[src/rtl/ivt_violation_responder.sv]
// ivt_violation_responder
// Reacts to the protection monitors dropping exec: logs the violation,
// holds a PUC request for RST_CYCLES cycles, then waits for the CPU to
// re-enter the reset handler with exec restored before re-arming.
//
// state            | meaning
// -----------------+-----------------------------------------------------
// ST_IDLE          | armed, watching exec_in for a kill
// ST_RESET_HOLD    | puc_req asserted, hold counter running down
// ST_WAIT_HANDLER  | waiting for pc == RESET_HANDLER with exec_in == 1

module ivt_violation_responder #(
  parameter logic [15:0] RESET_HANDLER = 16'h0000,
  parameter int unsigned RST_CYCLES    = 8,
  parameter int unsigned LOG_DEPTH     = 4
) (
  input  logic        clk,
  input  logic        reset,
  input  logic        exec_in,
  input  logic [15:0] pc,
  input  logic [15:0] data_addr,
  input  logic        data_en,
  input  logic [15:0] dma_addr,
  input  logic        dma_en,
  input  logic        rd_en,
  input  logic        ovf_clr,
  output logic        puc_req,
  output logic        log_valid,
  output logic [1:0]  log_src,
  output logic [15:0] log_pc,
  output logic [15:0] log_addr,
  output logic [3:0]  log_count,
  output logic        overflow,
  output logic [7:0]  viol_count,
  output logic        armed
);

  localparam int unsigned PTR_W     = $clog2(LOG_DEPTH);
  localparam logic [7:0]  HOLD_INIT = 8'(RST_CYCLES - 1);
  localparam logic [3:0]  DEPTH_C   = 4'(LOG_DEPTH);

  typedef enum logic [1:0] {
    ST_IDLE         = 2'd0,
    ST_RESET_HOLD   = 2'd1,
    ST_WAIT_HANDLER = 2'd2
  } state_t;

  state_t             state_q, state_d;
  logic [7:0]         hold_cnt_q, hold_cnt_d;
  logic               puc_req_q, puc_req_d;
  logic               armed_q, armed_d;

  logic [1:0]         src_mem_q  [LOG_DEPTH];
  logic [1:0]         src_mem_d  [LOG_DEPTH];
  logic [15:0]        pc_mem_q   [LOG_DEPTH];
  logic [15:0]        pc_mem_d   [LOG_DEPTH];
  logic [15:0]        addr_mem_q [LOG_DEPTH];
  logic [15:0]        addr_mem_d [LOG_DEPTH];
  logic [PTR_W-1:0]   wr_ptr_q, wr_ptr_d;
  logic [PTR_W-1:0]   rd_ptr_q, rd_ptr_d;
  logic [3:0]         count_q, count_d;
  logic               overflow_q, overflow_d;
  logic [7:0]         viol_q, viol_d;

  logic               capture;
  logic               pop;
  logic               full;
  logic               push_ok;
  logic               drop;
  logic [1:0]         rec_src;
  logic [15:0]        rec_addr;

  // Violation record built from the same-cycle bus state; data bus wins over DMA.
  always_comb begin
    rec_src  = {dma_en, data_en};
    rec_addr = 16'h0000;
    if (data_en) begin
      rec_addr = data_addr;
    end else if (dma_en) begin
      rec_addr = dma_addr;
    end
  end

  // Only the first kill cycle seen while armed produces a record.
  always_comb begin
    capture = (state_q == ST_IDLE) && !exec_in;
    full    = (count_q == DEPTH_C);
    pop     = rd_en && (count_q != 4'd0);
    push_ok = capture && (!full || pop);
    drop    = capture && full && !pop;
  end

  // FSM next-state, hold counter and registered decode of puc_req/armed.
  always_comb begin
    state_d    = state_q;
    hold_cnt_d = hold_cnt_q;
    case (state_q)
      ST_IDLE: begin
        if (!exec_in) begin
          state_d    = ST_RESET_HOLD;
          hold_cnt_d = HOLD_INIT;
        end
      end
      ST_RESET_HOLD: begin
        if (hold_cnt_q == 8'd0) begin
          state_d = ST_WAIT_HANDLER;
        end else begin
          hold_cnt_d = hold_cnt_q - 8'd1;
        end
      end
      ST_WAIT_HANDLER: begin
        if ((pc == RESET_HANDLER) && exec_in) begin
          state_d = ST_IDLE;
        end
      end
      default: begin
        state_d = ST_WAIT_HANDLER;
      end
    endcase
    puc_req_d = (state_d == ST_RESET_HOLD);
    armed_d   = (state_d == ST_IDLE);
  end

  // FSM state register with registered outputs.
  always_ff @(posedge clk) begin
    if (reset) begin
      state_q    <= ST_WAIT_HANDLER;
      hold_cnt_q <= 8'd0;
      puc_req_q  <= 1'b0;
      armed_q    <= 1'b0;
    end else begin
      state_q    <= state_d;
      hold_cnt_q <= hold_cnt_d;
      puc_req_q  <= puc_req_d;
      armed_q    <= armed_d;
    end
  end

  // Log FIFO next state: simultaneous push and pop is allowed even when full.
  always_comb begin
    src_mem_d  = src_mem_q;
    pc_mem_d   = pc_mem_q;
    addr_mem_d = addr_mem_q;
    wr_ptr_d   = wr_ptr_q;
    rd_ptr_d   = rd_ptr_q;
    count_d    = count_q;
    if (push_ok) begin
      src_mem_d[wr_ptr_q]  = rec_src;
      pc_mem_d[wr_ptr_q]   = pc;
      addr_mem_d[wr_ptr_q] = rec_addr;
      wr_ptr_d             = wr_ptr_q + PTR_W'(1);
    end
    if (pop) begin
      rd_ptr_d = rd_ptr_q + PTR_W'(1);
    end
    if (push_ok && !pop) begin
      count_d = count_q + 4'd1;
    end else if (pop && !push_ok) begin
      count_d = count_q - 4'd1;
    end
  end

  // Log FIFO storage and pointers; storage is cleared so the head reads zero after reset.
  always_ff @(posedge clk) begin
    if (reset) begin
      for (int i = 0; i < int'(LOG_DEPTH); i++) begin
        src_mem_q[i]  <= 2'b00;
        pc_mem_q[i]   <= 16'h0000;
        addr_mem_q[i] <= 16'h0000;
      end
      wr_ptr_q <= '0;
      rd_ptr_q <= '0;
      count_q  <= 4'd0;
    end else begin
      src_mem_q  <= src_mem_d;
      pc_mem_q   <= pc_mem_d;
      addr_mem_q <= addr_mem_d;
      wr_ptr_q   <= wr_ptr_d;
      rd_ptr_q   <= rd_ptr_d;
      count_q    <= count_d;
    end
  end

  // Sticky overflow (a drop beats a same-cycle clear) and saturating violation count.
  always_comb begin
    overflow_d = overflow_q;
    if (drop) begin
      overflow_d = 1'b1;
    end else if (ovf_clr) begin
      overflow_d = 1'b0;
    end
    viol_d = viol_q;
    if (capture && (viol_q != 8'hFF)) begin
      viol_d = viol_q + 8'd1;
    end
  end

  // Status register update.
  always_ff @(posedge clk) begin
    if (reset) begin
      overflow_q <= 1'b0;
      viol_q     <= 8'd0;
    end else begin
      overflow_q <= overflow_d;
      viol_q     <= viol_d;
    end
  end

  assign puc_req    = puc_req_q;
  assign armed      = armed_q;
  assign log_valid  = (count_q != 4'd0);
  assign log_count  = count_q;
  assign log_src    = src_mem_q[rd_ptr_q];
  assign log_pc     = pc_mem_q[rd_ptr_q];
  assign log_addr   = addr_mem_q[rd_ptr_q];
  assign overflow   = overflow_q;
  assign viol_count = viol_q;

endmodule

[config.mk]
export PLATFORM = sky130hd
export DESIGN_NAME = ivt_violation_responder
export DESIGN_NICKNAME = d
export VERILOG_FILES = /design/src/rtl/ivt_violation_responder.sv
export SDC_FILE = /design/constraint.sdc
export NUM_CORES = 1
export LEC_CHECK = 0
export ABC_AREA = 1
export CORE_MARGIN = 3
export CORE_UTILIZATION = 49
export CTS_CLUSTER_SIZE = 40
export DETAILED_ROUTE_END_ITERATION = 10
export GPL_ROUTABILITY_DRIVEN = 0
export PLACE_DENSITY = 0.88
export RECOVER_POWER = 25
export SLEW_MARGIN = 30
export SYNTH_ARGS = -nofsm -noshare
export SYNTH_HDL_FRONTEND = slang
export SYNTH_SLANG_ARGS = --single-unit
[constraint.sdc]
create_clock -name clk -period 2.1 [get_ports clk]
set_clock_uncertainty 0.15 [all_clocks]
set_input_delay 0.21 -clock clk [delete_from_list [all_inputs] [get_ports clk]]
set_output_delay 0.21 -clock clk [all_outputs]
set_load 0.03 [all_outputs]
Word level (Yosys, flattened, before mapping)

Cells that the tools add are included.

Output and inout bits: 50
Bits of input ports: 55
Word-level logic and storage cells: 92
Bits in registers: 165

Order comparisons: 3
Muxes and demuxes: 29
Equality and inequality tests: 7
Reduce and logical (&&, ||, !) cells: 24
Add/sub/neg operators: 6
Bitwise operators: 2

Operators by type and width:

| kind                | count |
|---|---|
| $bwmux 64           | 2 |
| $mux 16             | 7 |
| $bmux 16 s2         | 2 |
| $demux 16 s2        | 1 |
| $logic_not 16->1    | 1 |
| $mux 8              | 2 |
| $pmux 8 s2          | 1 |
| $mux 2              | 6 |
| $logic_and 1x1->1   | 10 |
| $add 8x1->8 const B | 1 |
| $bwmux 8            | 1 |
| $logic_not 8->1     | 1 |
| $mux 4              | 2 |
| $ne 8x8->1 const B  | 1 |
| $sub 8x1->8 const B | 1 |
| $ge 3x3->1 const B  | 2 |
| $not 2->3           | 2 |
| $pmux 2 s3          | 1 |
| $reduce_bool 2->1   | 3 |
| $add 2x1->2 const B | 2 |
| $add 4x1->4 const B | 1 |
| $bmux 2 s2          | 1 |
| $demux 2 s2         | 1 |
| $eq 2x1->1 const B  | 2 |
| 11 further kinds    | 17 |

Logic depth before layout (Yosys ltp)

Word-level depth: 8
Mapped depth: 13

Least setup slack after synthesis

Ideal clock, no wire load.

Path type: reg2reg
From: register count_q[1], in the netlist log_count[1]
To: register count_q[3], in the netlist log_count[3]
Stages on the path, launching flop included: 13
Period minus slack after synthesis: 2.364 ns
Arrival time: 2.145 ns
Setup time: 0.070 ns
Slack: -0.264 ns
Cells stage by stage: dfxtp_1 nor2_1 nand3_1 nand2_1 ha_1 inv_1 ha_1 nand2_1 nand2_1 nor2_1 xnor2_1 nand2_1 a21oi_1

Word-level cells in the longest chain between the ends: 7
Elaborated cells on any way between the ends: 15
Those cells by class: 2 x add/sub; 1 x eq/ne; 2 x mux; 10 x reduce/logical

Ends and longest elaborated chain:

| item                        | line | text |
|---|---|---|
| start, declared             | 61   | `logic [3:0] count_q, count_d;` |
| start signal, assigned      | 180  | `count_q <= count_d;` |
| $reduce_bool 4->1 (*)       | --   |  |
| net log_valid               | 28   | `output logic log_valid,` |
| $logic_and 1x1->1 (*)       | 88   | `pop = rd_en && (count_q != 4'd0);` |
| $logic_or 1x1->1            | 89   | `push_ok = capture && (!full \|\| pop);` |
| $logic_and 1x1->1           | 89   |  |
| $logic_not 1->1             | 158  | `end else if (pop && !push_ok) begin` |
| $logic_and 1x1->1           | 158  |  |
| $reduce_bool 2->1 (no line) | --   |  |

The timed path passes the listed nets; every way through them passes the cells marked *. The select of a mux whose other input is x is not followed.
A chain may end at the register's enable or synchronous reset.

Worst setup path after layout

From: register rd_ptr_q[0]
To: output log_pc[11]

Word-level cells in the longest chain between the ends: 4

Ends and longest elaborated chain:

| item                                       | line | text |
|---|---|---|
| start, declared                            | 60   | `logic [PTR_W-1:0] rd_ptr_q, rd_ptr_d;` |
| start signal, assigned                     | 179  | `rd_ptr_q <= rd_ptr_d;` |
| $not 2->3 (not written as such)            | 214  | `assign log_pc = pc_mem_q[rd_ptr_q];` |
| $bmux 16 s2                                | 214  |  |
| $mux 16 (not written as such) (2 in a row) | 214  |  |
| end, declared                              | 30   | `output logic [15:0] log_pc,` |

Every way passes these cells. The select of a mux whose other input is x is not followed.

==> impl_metrics.toml <==
[run_status]
status = "finished clean"

[placed_design]
placed_cells = 1229
io_buffers = 104
place_area_sq_um = 8556
hpwl_mm = 12.44

[logic_synthesis]
synth-seq-cells = 165
yosysSeqAreaShare_pct = 46.34
ys.flop_type = "dfxtp_1"
synth_fa_ha_area_share_pct = 2.036
synth-edff-count = 0
synthArstFlopShare_pct = 0
synthSimpleGateAreaFrac_pct = 18.40
syn_area_sq_um = 7128
synth_common_cells = "nor2_1 (248), o21ai_0 (209), dfxtp_1 (165)"
synth_top_family_by_area = "compound AO/OA/AOI/OAI gates"
synth.most_common_cell = "nor2_1"
synthDistinctLibCells = 28
yosysWarningCount = 0
syn-num-nets = 1040
synthXorXnorAreaFrac_pct = 0.6144
synth_top_cell_by_area = "dfxtp_1"
synthMuxAreaShare_pct = 0
yosys.area.top_type_share_pct = 46.34
avgSynthCellArea_sq_um = 7.318
synthTopCellsByArea = "dfxtp_1 (46%), o21ai_0 (15%), nor2_1 (13%), a21oi_1 (6.3%), o22ai_1 (3.0%)"
synthCells = 974
synth_compound_area_share_pct = 26.42

[drt]
vias_per_cell = 5.738
ant_nets = 0
drc_errors = 0
drt-total-wl_mm = 20.01
dr.pass1.iters = 5
wl_per_cell_microns = 15.86
via_count = 7241
drt_iter0_drc = 785

[layout]
num_antenna_cells = 0
design_area_sq_um = 9105
layout.nets = 1135
area_growth_pct = 27.73
drive_gt1_share_pct = 12.48
fin_cells = 1262

[floorplan]
die-width_microns = 126.6
die-area_sq_um = 16030
ios = 105
die_y_microns = 126.6
core-area_sq_um = 14040
row_count = 43
initial_utilization_pct = 50.76

[setup_path]
cp_data_arrival_time_ps = 1660
crit_fanout = 13
crit_required_ps = 1740
crit_path_end_kind = "output pin"
start_kind = "flip-flop"
worstRegToRegCells = 13
crit_type = "reg -> out"

[pwr]
intPower_mw = 6.071
clkPwrFrac_pct = 31.8
seqPwrFrac_pct = 34.6
power.switching_mw = 3.425
peakVddDrop_mv = 0.6663
combPwrFrac_pct = 33.6
power_density_nw_per_um2 = 1043
power.share.switching_pct = 36.07
leakage_nw = 3.821

[clock_tree]
numClockSinks = 165
clk_transition_reported_paths_ps = 70
cts_buffers = 17
cts_htree_levels = 4
clk_latency_ps = 420
clockRootBuffer = "clkbuf_16"
clk_path_buf_depth = 2
postCtsHoldBufs = 0
cts_tree = "built"

[timing]
tns_ps = 0
worst_pin_slew_ps = 456.8
slew-limit-headroom_pct = 69.55
rsz0062_at_grt = "true"
holdWs_ps = 267.2
max_freq_mhz = 495.0
min_period_ps = 2020
report.final.setup_viol = 0
post-route-period-util_pct = 96.20
slew_viol_final = 0
finalHoldViolations = 0

[job]
cap_violations = 0

[worst_hold_path]
holdCritPathClass = "in -> reg"
min_delay_path_depth = 4

[grt]
globalRouteOverflowTotal = 0
antenna_found_initial = 0
grt_pass1_vias = 6680
grt_max_degree = 76
grt_pass1_wl_mm = 32.19
grtUsageTotal_pct = 24.24
==> path summary, 6_finish.rpt <==
path,slack [ps],endpoint,startpoint
setup / recovery,80,log_pc[11],rd_ptr_q[0]
hold reg to reg,360,viol_count[0],viol_count[0]
setup reg to reg,120,log_count[3],log_count[3]
hold / removal,270,overflow,ovf_clr
==> sequential cells by signal, summed over array words and instances (netlist names), 2 cells and up <==
| name | cells |
|---|---|
| addr_mem_q | 64 |
| rd_ptr_q | 2 |
| src_mem_q | 8 |
| pc_mem_q | 64 |
| hold_cnt_q | 8 |
| log_count | 4 |
| state_q | 2 |
| wr_ptr_q | 2 |
| viol_count | 8 |
==> final cells by class <==
| cell class | count | area [sq um] |
|---|---|---|
| fillers | 1133 | 4937 |
| multi-input cells | 701 | 3458 |
| well taps | 180 | 225.2 |
| repair buffers | 142 | 1371 |
| clock inverters | 13 | 120.1 |
| flip-flops and latches | 165 | 3318 |
| inverters | 42 | 158.9 |
| clock buffers | 19 | 452.9 |
==> repair_timing <==
item,4_1_cts,5_1_grt
buffers inserted,0,1
setup endpoints to repair,29,31
pin swaps,1,5
resized for setup,71,62
==> through the flow <==
step | power, mW | setup WS, ps | utilization (%)
6_report | 9.496 | 79.83 | 64.84
5_1_grt | 9.871 | -20.49 | 64.84
4_1_cts | 9.486 | 6.751 | 65.20
3_5_place_dp | 6.572 | -196.2 | 60.93
3_3_place_gp | 6.552 | -131.7 | 60.93
2_1_floorplan | 5.223 | 8.125 | -
==> cells in the final DEF, fill, tap and decap left out, types with 4 or more instances in the layout <==
cell type	n
inv_1	35
clkbuf_16	17
a21oi_1	89
inv_6	4
inv_2	6
ha_1	8
dfxtp_1	159
buf_4	30
buf_2	14
clkbuf_2	8
clkinv_2	5
nand2_1	48
buf_12	12
o22ai_1	31
clkdlybuf4s50_1	69
a22oi_1	16
o21ai_0	208
nor2_1	246
nand3_1	13
nor2_4	5
o21ai_1	10
==> cells by family after synthesis <==
logic type | Yosys count
compound gates | 359
simple gates | 326
flops | 165
buf+inv | 108
fa+ha+maj | 11
xor+xnor | 5
==> metal layers <==
| metal | part of all wire [%] | GRT usage, % | vias to the layer above |
|---|---|---|---|
| met5 | 0 | 0 | - |
| met4 | 2.2 | 9.085 | 0 |
| met3 | 7.0 | 5.389 | 40 |
| met2 | 48 | 39.69 | 342 |
| met1 | 43 | 31.40 | 3370 |
| li1 | - | - | 3489 |
==> power groups by stage <==
stage | clock, mW | sequential, mW | combinational, mW
6_report | 3.02 | 3.29 | 3.19
3_5_place_dp | 0 | 3.34 | 3.24
3_3_place_gp | 0 | 3.33 | 3.22
4_1_cts | 3.04 | 3.27 | 3.18
5_1_grt | 3.17 | 3.29 | 3.41
2_1_floorplan | 0 | 3.38 | 1.84
==> critical path: stages, from the launching register on <==
cell,delay [ps]
dfxtp_4,390
buf_8,150
buf_4,150
o21ai_0,70
o22ai_1,250
buf_4,220
(Power assumes the default switching activity.)
